$ cat src/rtl/alert_diff_receiver.sv
// Receiver side of the differential alert handshake: decodes alert_p/alert_n,
// acknowledges alerts, issues level-toggle pings and flags integrity/timeouts.
module alert_diff_receiver #(
  parameter bit          AsyncOn     = 1'b1,
  parameter int unsigned PingTimeout = 64
) (
  input  logic clk_i,
  input  logic rst_ni,
  input  logic alert_p_i,
  input  logic alert_n_i,
  output logic ack_p_o,
  output logic ack_n_o,
  output logic ping_p_o,
  output logic ping_n_o,
  input  logic ping_req_i,
  output logic alert_o,
  output logic ping_ok_o,
  output logic ping_timeout_o,
  output logic integ_fail_o
);

  localparam int unsigned CntW = $clog2(PingTimeout + 1);

  typedef enum logic [1:0] {
    Idle,
    AckHigh,
    Pause0,
    Pause1
  } state_e;

  // Received pair as {p, n}; reset value is the L level.
  logic [1:0] pair;

  if (AsyncOn) begin : g_sync
    logic [1:0] sync1_q, sync2_q;
    always_ff @(posedge clk_i or negedge rst_ni) begin
      if (!rst_ni) begin
        sync1_q <= 2'b01;
        sync2_q <= 2'b01;
      end else begin
        sync1_q <= {alert_p_i, alert_n_i};
        sync2_q <= sync1_q;
      end
    end
    assign pair = sync2_q;
  end else begin : g_nosync
    assign pair = {alert_p_i, alert_n_i};
  end

  logic lvl_h, lvl_l, integ_fail;
  assign lvl_h      = (pair == 2'b10);
  assign lvl_l      = (pair == 2'b01);
  assign integ_fail = (pair[1] == pair[0]);

  state_e          state_q, state_d;
  logic            ack_q, ack_d;
  logic            ping_q, ping_d;
  logic            pending_q, pending_d;
  logic [CntW-1:0] cnt_q, cnt_d;
  logic            alert_q, alert_d;
  logic            ping_ok_q, ping_ok_d;
  logic            timeout_q, timeout_d;
  logic            integ_q;
  logic            answer;

  always_comb begin
    state_d   = state_q;
    pending_d = pending_q;
    cnt_d     = cnt_q;
    ping_d    = ping_q;
    alert_d   = 1'b0;
    ping_ok_d = 1'b0;
    timeout_d = 1'b0;
    answer    = 1'b0;

    if (integ_fail) begin
      state_d = Idle;
    end else begin
      unique case (state_q)
        Idle: begin
          if (lvl_h) begin
            state_d = AckHigh;
            answer  = 1'b1;
          end
        end
        AckHigh: if (lvl_l) state_d = Pause0;
        Pause0:  state_d = Pause1;
        Pause1:  state_d = Idle;
        default: state_d = Idle;
      endcase
    end

    // Attribution uses the pending flag as it stood before this cycle.
    if (answer) begin
      if (pending_q) begin
        ping_ok_d = 1'b1;
        pending_d = 1'b0;
      end else begin
        alert_d = 1'b1;
      end
    end else if (pending_q) begin
      if (cnt_q == CntW'(PingTimeout - 1)) begin
        timeout_d = 1'b1;
        pending_d = 1'b0;
        cnt_d     = '0;
      end else begin
        cnt_d = cnt_q + CntW'(1);
      end
    end

    if (ping_req_i && !pending_q) begin
      ping_d    = ~ping_q;
      pending_d = 1'b1;
      cnt_d     = '0;
    end

    ack_d = (state_d == AckHigh);
  end

  always_ff @(posedge clk_i or negedge rst_ni) begin
    if (!rst_ni) begin
      state_q   <= Idle;
      ack_q     <= 1'b0;
      ping_q    <= 1'b0;
      pending_q <= 1'b0;
      cnt_q     <= '0;
      alert_q   <= 1'b0;
      ping_ok_q <= 1'b0;
      timeout_q <= 1'b0;
      integ_q   <= 1'b0;
    end else begin
      state_q   <= state_d;
      ack_q     <= ack_d;
      ping_q    <= ping_d;
      pending_q <= pending_d;
      cnt_q     <= cnt_d;
      alert_q   <= alert_d;
      ping_ok_q <= ping_ok_d;
      timeout_q <= timeout_d;
      integ_q   <= integ_fail;
    end
  end

  assign ack_p_o        = ack_q;
  assign ack_n_o        = ~ack_q;
  assign ping_p_o       = ping_q;
  assign ping_n_o       = ~ping_q;
  assign alert_o        = alert_q;
  assign ping_ok_o      = ping_ok_q;
  assign ping_timeout_o = timeout_q;
  assign integ_fail_o   = integ_q;

endmodule

$ cat config.mk
export PLATFORM = sky130hd
export DESIGN_NAME = alert_diff_receiver
export DESIGN_NICKNAME = d
export VERILOG_FILES = /design/src/rtl/alert_diff_receiver.sv
export SDC_FILE = /design/constraint.sdc
export NUM_CORES = 1
export LEC_CHECK = 0
export BUFFER_PORTS_ARGS = -buffer_cell sky130_fd_sc_hd__buf_2
export CORE_UTILIZATION = 50
export CTS_BUF_LIST = sky130_fd_sc_hd__clkbuf_8
export DETAILED_ROUTE_END_ITERATION = 12
export PLACE_DENSITY_LB_ADDON = 0.08
export SETUP_SLACK_MARGIN = 0.2
export SLEW_MARGIN = 40
export SYNTH_ARGS = -nofsm -noshare
export SYNTH_HDL_FRONTEND = slang
export SYNTH_SLANG_ARGS = --single-unit
$ cat constraint.sdc
create_clock -name clk_i -period 3.05 [get_ports clk_i]
set_input_delay 0.1525 -clock clk_i [delete_from_list [all_inputs] [get_ports clk_i]]
set_output_delay 0.1525 -clock clk_i [all_outputs]
set_load 0.05 [all_outputs]
---- Word level (Yosys, flattened, before mapping) ----
Cells that the tools add are included.
operators by class
  $add $sub $neg .......................... 1
  multipliers ............................. 0
  div/mod/pow operators ................... 0
  magnitude comparators ................... 0
  eq/ne operators ......................... 9
  shift operators ......................... 0
  mux-type cells .......................... 22
  bitwise operators ....................... 2
  reductions and logical operators ........ 5
operators with widths
  kind                   count
  $mux W7                4
  $mux W1                14
  $pmux W2 S4            1
  $add A7 B1 Y7 const B  1
  $eq A7 B6 Y1 const B   1
  $eq A2 B1 Y1 const B   3
  $eq A2 B2 Y1 const B   3
  $mux W2                3
  $logic_not A2 Y1       1
  $ne A2 B1 Y1 const B   1
  $not A1 Y1             2
  $reduce_and A2 Y1      1
  $reduce_bool A2 Y1     1
  $eq A1 B1 Y1           1
  $logic_and A1 B1 Y1    1
  $logic_not A1 Y1       1
storage, ports and cells
  bits in registers ....................... 20
  latch bits .............................. 0
  bits in writable memories ............... 0
  memory bits (read-only) ................. 0
  input port bits ......................... 5
  output and inout port bits .............. 8
  word-level logic and storage cells ...... 50
  memories kept ........................... 0

---- Longest topological paths before layout ----
  depth in word-level cells ............... 6
  mapped depth ............................ 6
  depth with buffers taken out ............ 6

---- Worst setup path before layout ----
Ideal clock, no wire load.
  kind .................................... register -> register
  start point ............................. register g_sync.sync2_q[0]
  end point ............................... register cnt_q[3]
  setup time .............................. 0.129 ns
  arrival ................................. 1.747 ns
  data required time ...................... 2.921 ns
  setup slack ............................. 1.174 ns
  cell stages (with the launch flop) ...... 7
  buffers on the path ..................... 0
  period minus slack after synthesis ...... 1.876 ns
  path through ............................ dfstp_2 inv_1 ha_1 or4b_4 and2_4 o21ai_4 o211ai_2
on the way
  elaborated cells on any way between the ends .. 7
  those cells by class .................... eq/ne (3); mux (3); reduce/logical (1)
RTL lines
  what                                RTL line  RTL
  from (decl)                         35        logic [1:0] sync1_q, sync2_q;
  from (signal assigned)              42        sync2_q <= sync1_q;
  $eq A1 B1 Y1                        53        assign integ_fail = (pair[1] == pair[0]);
  named net integ_fail                50        logic lvl_h, lvl_l, integ_fail;
  $mux W1                             76        if (integ_fail) begin
  $ne A2 B1 Y1 (no source line)       n/a
  $reduce_and A2 Y1 (no source line)  n/a
  to (signal assigned)                136       cnt_q <= cnt_d;
  to (decl)                           59        logic [CntW-1:0] cnt_q, cnt_d;
The timed path passes the listed nets, and every way through them passes these cells.
A chain may end at the register's enable or synchronous reset.

---- Worst setup path after layout ----
  start point ............................. register g_sync.sync2_q[0]
  end point ............................... register cnt_q[5]
The elaborated chain is that of the path after synthesis.

==> out/summary.md <==
### Run status
• run status: finished clean

### Clock tree
• depth of the CTS H-tree: 1
• count of cells resized by post-cts repair: 0
• CTS tree: built
• clk root buf: clkbuf_8
• number of buffers created by CTS: 3
• clock latency on the worst-skew pair: 0.25 ns
• number of clock sinks: 20
• clock slew at the register clock pins of the worst setup and hold paths: 0.07 ns
• Clock Tree Buf Depth: 2

### Layout
• final instance area: 979.7 um^2
• final core utilization: 64.29%
• FF/Latch Area: 503.0 um^2
• area growth from synthesis to final layout: 18.82%
• share of cells above drive strength 1: 26.97%
• ant diodes: 0
• number of nets at the end of the flow: 98
• Filler Cells Inserted: 132
• total area of multi-input combinational cells: 302.8 um^2

### Yosys
• number of flops mapped to enable cells by yosys: 0
• cell type with the largest total area after synthesis: dfrtp_1
• count of synthesis-stage warnings from yosys: 0
• mean instance size in the synthesized netlist: 11.78 um^2
• post-synth cell types: 25
• cell with the most instances after synthesis: dfrtp_1
• Net Count, Synth: 78
• Synth Instances: 70
• Most used DFF post-synth: dfrtp_1
• register area share after synthesis: 61.00%
• Netlist Area Pre-Place: 824.5 um^2
• Synth Register Bits: 20
• Post-synth ARST share: 100.0%
• Synth area leaders: dfrtp_1 55%, dfstp_2 6.4%, ha_1 4.6%, nand3_1 4.2%, nand2_1 3.2%
• fraction of synthesized cell area taken by the top area cell type: 54.63%
• cell types with the highest counts after synthesis: 18 x dfrtp_1, 7 x nand2_1, 7 x nand3_1, 4 x inv_1, 4 x o21ai_1

### STA
• minimum clock period after layout: 1.956 ns
• worst slew margin relative to its limit: 71.88%
• least setup slack across all paths after layout: 1.094 ns
• fin crit share: 64.14%
• unrepaired setup endpoints after global routing: no
• final max-slew violation count: 0
• setup TNS after final layout: 0 ns
• f_max: 511.2 MHz
• slew at the pin closest to its max-slew limit: 0.4218 ns
• Finish-stage setup viols: 0
• worst clock skew on the final layout: 0.001824 ns
• Hold Vio Cnt, Final: 0

### Worst hold path
• hold crit path type: input port to flip-flop

### Route
• Vias per Instance: 5.181
• routed wire length: 1.168 mm
• final routed wire length divided by cell count: 11.12 um
• Post-Route M1 WL: 591 um
• count of vias placed by the detailed router: 544
• DRC errors left: 0
• top sig layer: met4
• drt first-iter violations: 5
• amount of wire on met2 after detailed routing: 503 um
• number of optimization iterations in the first detailed-route pass: 4
• post-detailed-route count of antenna-violating nets: 0
• WL met3: 58 um

### Power and ir drop
• Total Power: 0.8016 mW
• power density over the cells: 818.2 mW/mm^2
• standby leakage power: 0.4878 nW
• worst vdd rail ir drop: 0.6134 mV

### Die
• vertical die dimension: 42.61 um
• effective utilization at floorplan: 54.11%
• Die Footprint: 0.001816 mm^2
• top-level I/O count: 13
• overall die width: 42.61 um
• row count: 14
• core outline area: 0.001524 mm^2

### Place
• routability cong.: 0.7845
• Setup WS pre-CTS: 1.080 ns
• total cell area at the placement stage: 904.6 um^2
• detailed-placement wirelength estimate: 857.1 um
• number of buffers added on ports: 12

### Critical path
• required time worst endpoint: 3.18 ns
• class of the most critical setup path: flip-flop to flip-flop
• endpoint type of the worst setup path: flip-flop
• minimum setup slack among reg-to-reg paths: 1.09 ns
• data arrival time of the critical path: 2.09 ns
• Max Fanout on Critical Path: 9
• critical path launch point type: flip-flop

### GRT
• aggregate global-route resource usage: 18.12%
• grt ovf: 0
• first-pass GRT wire length: 2.339 mm
• number of global-route vias before repair: 556
• initial antenna violation count: 0
• pin count of the biggest net entering global routing: 21

### Run
• count of maximum capacitance violations: 0

==> layout make-up <==
class | instances | area share (%)
Clock buffer | 3 | 4.215
Clock inverter | 1 | 0.3831
Inverter | 5 | 1.916
Multi-Input combinational cell | 45 | 30.91
Sequential cell | 20 | 51.34
Tap cell | 16 | 2.043
Timing Repair Buffer | 15 | 9.195
==> critical path, cell delays in order, from the launching register on <==
cell      delay, ns
dfstp_2        0.53
inv_1          0.04
ha_1           0.34
or4b_4         0.53
nand2_2        0.17
or3_1          0.15
o211ai_2       0.07
==> state kept, by name (all words and copies together) (netlist names) <==
signal          count
g_sync.sync2_q      2
cnt_q               7
integ_fail_o        1
ping_ok_o           1
alert_o             1
g_sync.sync1_q      2
ack_p_o             1
state_q             2
ping_p_o            1
ping_timeout_o      1
pending_q           1
==> placed cells by master (no fill, tap or decap), types with 3 or more instances in the layout <==
cell / netlist / routed
buf_2: 0 / 12
clkbuf_8: 0 / 3
dfrtp_1: 18 / 18
dlygate4sd3_1: 0 / 3
ha_1: 3 / 3
inv_1: 4 / 5
nand2_1: 7 / 7
nand3_1: 7 / 7
nor2_1: 3 / 3
o21ai_1: 4 / 4
==> report_power, final <==
part,switching [mW],internal [mW]
clock network,0.0747,0.0892
logic,0.176,0.0908
registers,0.0494,0.321
==> per-layer routing <==
| metal | track usage, % | up-vias |
|---|---|---|
| met3 | 7.759 | 2 |
| li1 | - | 277 |
| met2 | 27.69 | 15 |
| met5 | 0 | - |
| met1 | 22.54 | 250 |
| met4 | 7.500 | 0 |
==> path summary, 6_finish.rpt <==
path                       cells past startpoint                     endpoint                        start
min reg2reg                                    0  g_sync.sync2_q[1]$_DFF_PN0_  g_sync.sync1_q[1]$_DFF_PN0_
max in group asynchronous                      2  g_sync.sync1_q[0]$_DFF_PN1_                       rst_ni
min                                            2         cnt_q[2]$_DFFE_PN0P_                   ping_req_i
max                                            6         cnt_q[5]$_DFFE_PN0P_  g_sync.sync2_q[0]$_DFF_PN1_
max reg2reg                                    6         cnt_q[5]$_DFFE_PN0P_  g_sync.sync2_q[0]$_DFF_PN1_
min in group asynchronous                      2            ack_p_o$_DFF_PN0_                       rst_ni
==> per-stage QoR <==
stage	hold WS [ns]	std cells
6_report	0.08758	105
5_1_grt	0.07314	105
4_1_cts	0.0004239	104
3_5_place_dp	0.1146	98
3_3_place_gp	0.1121	98
2_1_floorplan	-0.1431	70
==> repair_timing <==
action / CTS / global route
hold buffers: 2 / 1
setup buffers: 0 / 0
endpoints found under the hold margin: 19 / 1
==> logic make-up after synthesis <==
group           share of synthesized area, %
xor+xnor                               3.187
fa+ha+maj                              4.553
simple gates                           18.21
compound gates                         10.77
buf+inv                                2.275
flops                                  61.00
Note: power is estimated with default switching activity, not from simulation.
